File: src/rtl/core_pkg.sv
// Shared encodings for the MEM stage: load types, response-FSM states, forward-bus width.
package core_pkg;

  localparam logic [2:0] LD_W  = 3'd0;
  localparam logic [2:0] LD_B  = 3'd1;
  localparam logic [2:0] LD_BU = 3'd2;
  localparam logic [2:0] LD_H  = 3'd3;
  localparam logic [2:0] LD_HU = 3'd4;

  localparam int MS_FWD_BUS_W = 39;

  typedef enum logic [1:0] {
    MS_IDLE = 2'd0,
    MS_WAIT = 2'd1,
    MS_HOLD = 2'd2
  } ms_state_t;

  typedef struct packed {
    logic [31:0] pc;
    logic [31:0] alu_result;
    logic        res_from_mem;
    logic [2:0]  load_op;
    logic        gr_we;
    logic [4:0]  dest;
  } ms_payload_t;

endpackage

File: src/rtl/mem_load_align.sv
// Combinational load alignment: picks the byte/half lane from the read word and extends it.
module mem_load_align
  import core_pkg::*;
(
  input  logic [31:0] rdata,
  input  logic [1:0]  addr,
  input  logic [2:0]  load_op,
  output logic [31:0] result
);

  logic [7:0]  byte_d;
  logic [15:0] half_d;

  always_comb begin
    case (addr)
      2'd0:    byte_d = rdata[7:0];
      2'd1:    byte_d = rdata[15:8];
      2'd2:    byte_d = rdata[23:16];
      default: byte_d = rdata[31:24];
    endcase
    half_d = addr[1] ? rdata[31:16] : rdata[15:0];

    case (load_op)
      LD_B:    result = {{24{byte_d[7]}}, byte_d};
      LD_BU:   result = {24'd0, byte_d};
      LD_H:    result = {{16{half_d[15]}}, half_d};
      LD_HU:   result = {16'd0, half_d};
      default: result = rdata;
    endcase
  end

endmodule

File: src/rtl/mem_stage.sv
// MEM pipeline stage: waits for the data-SRAM response, aligns load data, hands off to WB.
// Optional macro MS_FWD_EN drives ms_fwd_bus for ID bypass; otherwise the bus is tied to 0.
//
//  state   | meaning
//  --------+-----------------------------------------------------------
//  MS_IDLE | no response outstanding; instr (if any) is ready
//  MS_WAIT | memory op in MEM, response not yet seen; rdata used live
//  MS_HOLD | response captured in hold_data while WB stalls
module mem_stage
  import core_pkg::*;
(
  input  logic                    clk,
  input  logic                    reset,
  input  logic                    es2ms_valid,
  output logic                    ms_allowin,
  input  logic [31:0]             es_pc,
  input  logic [31:0]             es_alu_result,
  input  logic                    es_res_from_mem,
  input  logic                    es_mem_req,
  input  logic [2:0]              es_load_op,
  input  logic                    es_gr_we,
  input  logic [4:0]              es_dest,
  input  logic                    data_sram_data_ok,
  input  logic [31:0]             data_sram_rdata,
  output logic                    ms2ws_valid,
  input  logic                    ws_allowin,
  output logic [31:0]             ms_pc,
  output logic                    ms_gr_we,
  output logic [4:0]              ms_dest,
  output logic [31:0]             ms_final_result,
  output logic [MS_FWD_BUS_W-1:0] ms_fwd_bus
);

  ms_state_t   state, state_nxt;
  ms_payload_t pl;
  logic        ms_valid;
  logic        ms_ready_go;
  logic        accept;
  logic [31:0] hold_data;
  logic [31:0] load_src;
  logic [31:0] aligned;

  assign accept      = es2ms_valid && ms_allowin;
  assign ms_allowin  = !ms_valid || (ms_ready_go && ws_allowin);
  assign ms2ws_valid = ms_valid && ms_ready_go;

  always_comb begin
    ms_ready_go = 1'b1;
    state_nxt   = state;
    case (state)
      MS_IDLE: begin
        if (accept && es_mem_req) state_nxt = MS_WAIT;
      end
      MS_WAIT: begin
        ms_ready_go = data_sram_data_ok;
        if (data_sram_data_ok) begin
          if (ws_allowin) state_nxt = (accept && es_mem_req) ? MS_WAIT : MS_IDLE;
          else            state_nxt = MS_HOLD;
        end
      end
      MS_HOLD: begin
        if (ws_allowin) state_nxt = (accept && es_mem_req) ? MS_WAIT : MS_IDLE;
      end
      default: state_nxt = MS_IDLE;
    endcase
  end

  always_ff @(posedge clk) begin
    if (reset) begin
      state     <= MS_IDLE;
      ms_valid  <= 1'b0;
      pl        <= '0;
      hold_data <= 32'd0;
    end else begin
      state <= state_nxt;
      if (ms_allowin) ms_valid <= es2ms_valid;
      if (accept) begin
        pl.pc           <= es_pc;
        pl.alu_result   <= es_alu_result;
        pl.res_from_mem <= es_res_from_mem;
        pl.load_op      <= es_load_op;
        pl.gr_we        <= es_gr_we;
        pl.dest         <= es_dest;
      end
      if (state == MS_WAIT && data_sram_data_ok && !ws_allowin) hold_data <= data_sram_rdata;
    end
  end

  // data_ok outside WAIT is never used: rdata is only consumed live in WAIT.
  assign load_src = (state == MS_HOLD) ? hold_data : data_sram_rdata;

  mem_load_align u_align (
    .rdata   (load_src),
    .addr    (pl.alu_result[1:0]),
    .load_op (pl.load_op),
    .result  (aligned)
  );

  assign ms_pc           = pl.pc;
  assign ms_gr_we        = pl.gr_we;
  assign ms_dest         = pl.dest;
  assign ms_final_result = pl.res_from_mem ? aligned : pl.alu_result;

`ifdef MS_FWD_EN
  assign ms_fwd_bus = {ms_valid && pl.res_from_mem && !ms_ready_go,
                       ms_valid && pl.gr_we,
                       pl.dest,
                       ms_final_result};
`else
  assign ms_fwd_bus = '0;
`endif

endmodule

File: config.mk
export PLATFORM = sky130hd
export DESIGN_NAME = mem_stage
export DESIGN_NICKNAME = d
export VERILOG_FILES = /design/src/rtl/core_pkg.sv /design/src/rtl/mem_load_align.sv /design/src/rtl/mem_stage.sv
export SDC_FILE = /design/constraint.sdc
export NUM_CORES = 1
export LEC_CHECK = 0
export ABC_AREA = 1
export CORE_AREA = 10 10 137 139
export CTS_BUF_LIST = sky130_fd_sc_hd__clkbuf_4
export DETAILED_ROUTE_END_ITERATION = 16
export DIE_AREA = 0 0 147 149
export GPL_ROUTABILITY_DRIVEN = 0
export HOLD_SLACK_MARGIN = 0.15
export PLACE_DENSITY = 0.72
export SYNTH_ARGS = -nofsm -noshare
export SYNTH_HDL_FRONTEND = slang
export SYNTH_SLANG_ARGS = --single-unit
File: constraint.sdc
create_clock -name clk -period 4.7 [get_ports clk]
set_input_delay 0.94 -clock clk [delete_from_list [all_inputs] [get_ports clk]]
set_output_delay 0.94 -clock clk [all_outputs]
set_load 0.05 [all_outputs]
==> results of run 1 <==
[worst min-delay path by stage]
stage	from	to	slack (ns)	cells after the start
after floorplan	hold_data[10]	hold_data[10]	0.43	2
after global placement	hold_data[9]	hold_data[9]	0.44	2
after detailed placement	hold_data[16]	hold_data[16]	0.45	2
after CTS	hold_data[9]	hold_data[9]	0.47	2
after global routing	hold_data[18]	hold_data[18]	0.49	2
final	hold_data[10]	hold_data[10]	0.47	2
[cells in the final DEF, fill, tap and decap left out, types with 2 or more instances in the layout]
cell and instances:
buf_4 29, inv_2 5, a21oi_1 64, nand2_4 2, or2_2 16, clkinv_1 5, o21ai_0 128, nand2_2 5
clkinv_2 2, nand3_2 10, dfxtp_1 109, o21ai_2 5, clkdlybuf4s50_1 169, o211ai_1 2, o21ai_1 9, inv_6 3
nand2_1 167, nand3_1 34, nor2_1 195, conb_1 39, clkbuf_4 9, inv_1 61
[metal layers]
layer	GRT usage [%]	wire length (microns)	vias to the layer above
met2	27.5	8880	208
met5	0	0	-
met3	5.89	1800	22
met4	5.80	368	0
li1	-	-	3139
met1	21.2	8500	2676
[logic make-up (layout without fill, tap and decap cells)]
| kind of cell | count (synthesis) | after routing |
|---|---|---|
| simple gates | 435 | 435 |
| other cells | 1 | 40 |
| compound gates | 210 | 210 |
| flops | 109 | 109 |
| buf+inv | 204 | 285 |
[final cells by class]
type / instances / area (sq um) / area share, %
repair buffers: 198 / 1910 / 24.4
well taps: 220 / 275 / 3.52
multi-input cells: 684 / 3060 / 39.2
clock inverters: 7 / 56.3 / 0.720
flip-flops and latches: 109 / 2180 / 27.9
clock buffers: 9 / 67.6 / 0.864
inverters: 71 / 267 / 3.41
diodes: 1 / 2.50 / 0.0320
[flip-flops by register name (all words and copies together) (netlist names)]
register	cells
hold_data	32
ms_dest	5
ms_gr_we	1
ms_pc	32
ms_valid	1
pl	36
state	2
[power groups by stage]
stage / Sequential, mW / Combinational [mW] / Clock, mW
after CTS: 1.02 / 0.944 / 0.480
after global placement: 1.04 / 0.938 / 0
after global routing: 1.03 / 1.02 / 0.510
after detailed placement: 1.04 / 0.941 / 0
after floorplan: 1.03 / 0.695 / 0
final: 1.02 / 0.942 / 0.465
[cells in the mapped netlist]
library cell / number
conb_1: 1
o22ai_1: 1
o211ai_1: 2
clkbuf_1: 25
nand3_2: 10
nor2_2: 1
buf_2: 18
o21ai_0: 128
clkinv_1: 5
or2_2: 16
a21oi_2: 1
o21ai_2: 5
dfxtp_1: 109
buf_6: 11
or2_1: 1
inv_1: 62
nor2_4: 1
o21ai_1: 9
nand3_1: 34
nor2_1: 195
nand2_1: 167
nand4_1: 1
and2_1: 1
nand3_4: 1
nand2_2: 5
nand2_4: 2
inv_2: 4
a21oi_1: 64
buf_4: 78
buf_1: 1
[worst min-delay path, delay by kind of cell (launching register included)]
family / cells / cell delay (ns)
AO/OA/AOI/OAI: 1 / 0.05
flip-flops: 1 / 0.33
buffers and inverters: 1 / 0.06
==> impl_metrics.tcl, run 1 <==
set metrics [dict create \
    outcome "finished, final reports clean" \
    syn_avg_cell_area_sq_um 6.53 \
    finalInstanceArea_sq_um 7820 \
    num_vias 6045 \
    ctsHtreeMaxLevel 3 \
    synthXorXnorAreaFrac_pct 0 \
    die_h_microns 149 \
    io_pins 223 \
    initial_core_util_pct 38.7 \
    cp-end-kind "output pin" \
    nFillCells 1697 \
    die_area_sq_um 21900 \
    cts_resized 0 \
    route.detailed.drc 0 \
    gr-total-overflow 0 \
    maxCapViolCount 0 \
    hold_viol 0 \
    cts_root_buf "clkbuf_4" \
    timing.fmax_ghz 0.237 \
    yosys.area_share.simple_pct 29.3 \
    die_w_microns 147 \
    reg2regPathDepth 9 \
    cts_setup_buffers 0 \
    worstReg2RegEnd "pl[9]" \
    worst_clock_skew_ns 0.0179 \
    drt_pass1_iterations 5 \
    synth-compound-area-share_pct 17.2 \
    grt_pass1_wl_mm 30.7 \
    p_sw_share_pct 41.4 \
    cts_buffers 9 \
    cts.hold.buffers_added 0 \
    cp_max_fo 16 \
    fin_nets 1185 \
    setup_violations 0 \
    antenna_left 0 \
    globalRouteTotalUtil_pct 17.2 \
    ys_types 30 \
    vdd_drop_max_uv 154 \
    synth_top_family_by_area "simple AND/OR/NAND/NOR gates" \
    hold_slack_ns 0.465 \
    r2r_setup_slack_ns 2.69 \
    finalWirelength_mm 19.5 \
    coreArea_sq_um 16200 \
    yosysSeqAreaShare_pct 34.8 \
    fin_crit_sh_pct 89.9 \
    tightest_slew_ns 0.736 \
    dp_hpwl_mm 14.8 \
    path_clk_slew_ns 0.17 \
    synthCells 959 \
    drt_iter0_drc 488 \
    ys_ff_latch 109 \
    clkPwrFrac_pct 19.1 \
    final.setup.tns_ns 0 \
    internal-power_mw 1.42 \
    critPathRequiredTime_ns 3.76 \
    path_cells "inv_2, nor2_4, buf_4, o21ai_0, o21ai_0, nor2_1, nor2_1, nor2_1, nor2_1, clkdlybuf4s50_1" \
    hold_class "reg2reg" \
    r2r-start "state[0]" \
    num_rows 47 \
    viasPerCell 4.65 \
    synth_area_leader_cell "dfxtp_1" \
    setup.worst_path.start "state[1]" \
    synth_top_area_share_pct 34.8 \
    post-route-min-period_ns 4.23 \
    clock-sinks 109 \
    grt_pass1_vias 5707 \
    synth_area_sq_um 6270 \
    drive_gt1_share_pct 8.53 \
    crit_end "ms_final_result[1]" \
    rsz0062_at_grt "no" \
    cp_top_family "buffers and inverters" \
    grt_max_degree 82 \
    dpl_cell_area_sq_um 7700 \
    power_mw 2.43 \
    power_density_nw_per_um2 310 \
    antenna_found_initial 1 \
    cts_tree "done" \
    clockBufferDepth 2 \
    crit_path_start_kind "flop" \
    slew_headroom_pct 50.9 \
    crit_buf_inv 3 \
    path_common_cell "nor2_1" \
    critPathKind "reg2out" \
    crit_slowest_cell "clkdlybuf4s50_1" \
    ys_warn_count 0 \
    portBuffers 183 \
    synthAdderAreaFrac_pct 0 \
    fin_ws_ns 0.473 \
    cp.arrival_ns 3.29 \
    dp_cells 1282 \
    layoutNonFillerInstCount 1299 \
    power.switching_mw 1.00 \
    post-place-ws_ns 0.531 \
    p_comb_share_pct 38.8 \
    wl_per_cell_microns 15.0 \
    slew_violations 0 \
    leakagePower_nw 3.45 \
    insertion_delay_ns 0.50 \
    final_util_pct 48.4 \
    muxShareOfSynthArea_pct 0 \
    p_seq_share_pct 42.0 \
    syn_to_final_growth_pct 24.8 \
    worstSetupPathDepth 10 \
    netlist_top_cells_area "dfxtp_1, nor2_1, o21ai_0" \
    critPathMaxStageDelay_ns 0.84 \
]
(Power assumes the default switching activity.)
==> run 2, diff against run 1 <==
--- a/config.mk
+++ b/config.mk
@@ -6,13 +6,13 @@
 export NUM_CORES = 1
 export LEC_CHECK = 0
 export ABC_AREA = 1
-export CORE_AREA = 10 10 137 139
+export CORE_AREA = 10 10 161 118
 export CTS_BUF_LIST = sky130_fd_sc_hd__clkbuf_4
 export DETAILED_ROUTE_END_ITERATION = 16
-export DIE_AREA = 0 0 147 149
+export DIE_AREA = 0 0 171 128
 export GPL_ROUTABILITY_DRIVEN = 0
 export HOLD_SLACK_MARGIN = 0.15
-export PLACE_DENSITY = 0.72
+export PLACE_DENSITY = 0.73
 export SYNTH_ARGS = -nofsm -noshare
 export SYNTH_HDL_FRONTEND = slang
 export SYNTH_SLANG_ARGS = --single-unit
==> impl_metrics.tcl, run 2 (synthesized netlist as in run 1, its figures left out) <==
set metrics [dict create \
    outcome "finished, final reports clean" \
    viasPerCell 4.76 \
    hold_class "reg2reg" \
    final.setup.tns_ns 0 \
    path_cells "inv_2, nor2_4, nand2_1, nand2_1, o21ai_1, or2_1, nand3_2, nand2_1, inv_1, clkdlybuf4s50_1" \
    crit_path_start_kind "flop" \
    syn_to_final_growth_pct 24.6 \
    cts_tree "done" \
    wl_per_cell_microns 15.7 \
    rsz0062_at_grt "no" \
    final_util_pct 48.8 \
    top_register "pl" \
    clock-sinks 109 \
    slew_violations 0 \
    antenna_found_initial 2 \
    die_w_microns 171 \
    path_clk_slew_ns 0.16 \
    grt_max_degree 82 \
    nFillCells 1658 \
    finalWirelength_mm 20.1 \
    portBuffers 183 \
    cp_max_fo 25 \
    cts_resized 0 \
    cp.arrival_ns 3.43 \
    drt_pass1_iterations 5 \
    fin_ws_ns 0.332 \
    dp_cells 1264 \
    timing.fmax_ghz 0.229 \
    cts_setup_buffers 0 \
    leakagePower_nw 3.44 \
    insertion_delay_ns 0.51 \
    critPathRequiredTime_ns 3.76 \
    tightest_slew_ns 0.734 \
    cts_root_buf "clkbuf_4" \
    cp_top_family "simple AND/OR/NAND/NOR gates" \
    path_common_cell "nand2_1" \
    slew_headroom_pct 51.0 \
    power_density_nw_per_um2 317 \
    initial_core_util_pct 39.1 \
    cts_buffers 9 \
    worst_clock_skew_ns 0.0233 \
    num_rows 39 \
    gr-total-overflow 0 \
    setup_violations 0 \
    largest_reg_flops 36 \
    route.detailed.drc 0 \
    globalRouteTotalUtil_pct 17.9 \
    maxCapViolCount 0 \
    die_h_microns 128 \
    crit_slowest_cell "clkdlybuf4s50_1" \
    fin_nets 1182 \
    hold_viol 0 \
    post-route-min-period_ns 4.37 \
    hold_slack_ns 0.466 \
    io_pins 223 \
    grt_pass1_vias 5619 \
    die_area_sq_um 21900 \
    layoutNonFillerInstCount 1281 \
    ctsHtreeMaxLevel 3 \
    vdd_drop_max_uv 211 \
    num_vias 6100 \
    cp-end-kind "output pin" \
    drive_gt1_share_pct 8.09 \
    critPathMaxStageDelay_ns 0.79 \
    coreArea_sq_um 16000 \
    antenna_left 0 \
    critPathKind "reg2out" \
    mostFrequentLayoutCells "nor2_1, clkdlybuf4s50_1, nand2_1" \
    post-place-ws_ns 0.458 \
    grt_pass1_wl_mm 31.2 \
    final_common_cell "nor2_1" \
    crit_buf_inv 3 \
    drt_iter0_drc 519 \
    dp_hpwl_mm 15.0 \
    fin_crit_sh_pct 92.9 \
    cts.hold.buffers_added 0 \
    clockBufferDepth 2 \
]
==> run 2: cell types whose count changed in the layout (fill, tap and decap cells not counted), sizes merged <==
cell	before	now
inv	70	69
bufinv	0	1
buf	29	24
clkinvlp	0	1
clkdlybuf4s50	169	171
clkinv	8	7
==> run 2: final timing paths <==
check                              startpoint                   to  slack [ns]  cells after the start
worst min register to register  hold_data[11]        hold_data[11]        0.47                      2
worst min-delay path            hold_data[11]        hold_data[11]        0.47                      2
worst max-delay path                 state[1]  ms_final_result[22]        0.33                     10
worst max register to register       state[1]            ms_pc[15]        2.59                      9
==> run 2: stage by stage <==
stage | power [mW] | instance area (sq um)
final | 2.47 | 7810
after global routing | 2.61 | 7810
after CTS | 2.50 | 7810
after detailed placement | 1.98 | 7660
after global placement | 1.98 | 7660
after floorplan | 1.73 | 6410
==> run 2: layout make-up <==
type | count | area (sq um) | area share [%]
well taps | 205 | 256 | 3.28
diodes | 1 | 2.50 | 0.0320
clock buffers | 9 | 67.6 | 0.865
repair buffers | 195 | 1890 | 24.2
flip-flops and latches | 109 | 2180 | 27.9
clock inverters | 7 | 80.1 | 1.03
multi-input cells | 684 | 3060 | 39.2
inverters | 71 | 267 | 3.41
==> run 2: tightest hold or removal path, stage by stage (launching register included) <==
cell	delay, ns
dfxtp_1	0.33
inv_1	0.06
a21oi_1	0.05
==> run 2: metal layers <==
| metal | vias up | global-route usage (%) | routed length [microns] |
|---|---|---|---|
| met3 | 12 | 8.34 | 2220 |
| met5 | - | 0 | 8 |
| met4 | 2 | 3.21 | 124 |
| met2 | 208 | 26.2 | 8660 |
| met1 | 2739 | 23.6 | 9060 |
| li1 | 3139 | - | - |
==> run 2: where the power goes <==
group	leakage (nW)	internal, mW	switching [mW]
clock	0.0788	0.170	0.339
combinational	2.46	0.315	0.631
sequential	0.899	0.989	0.0307
total	3.44	1.47	1.00
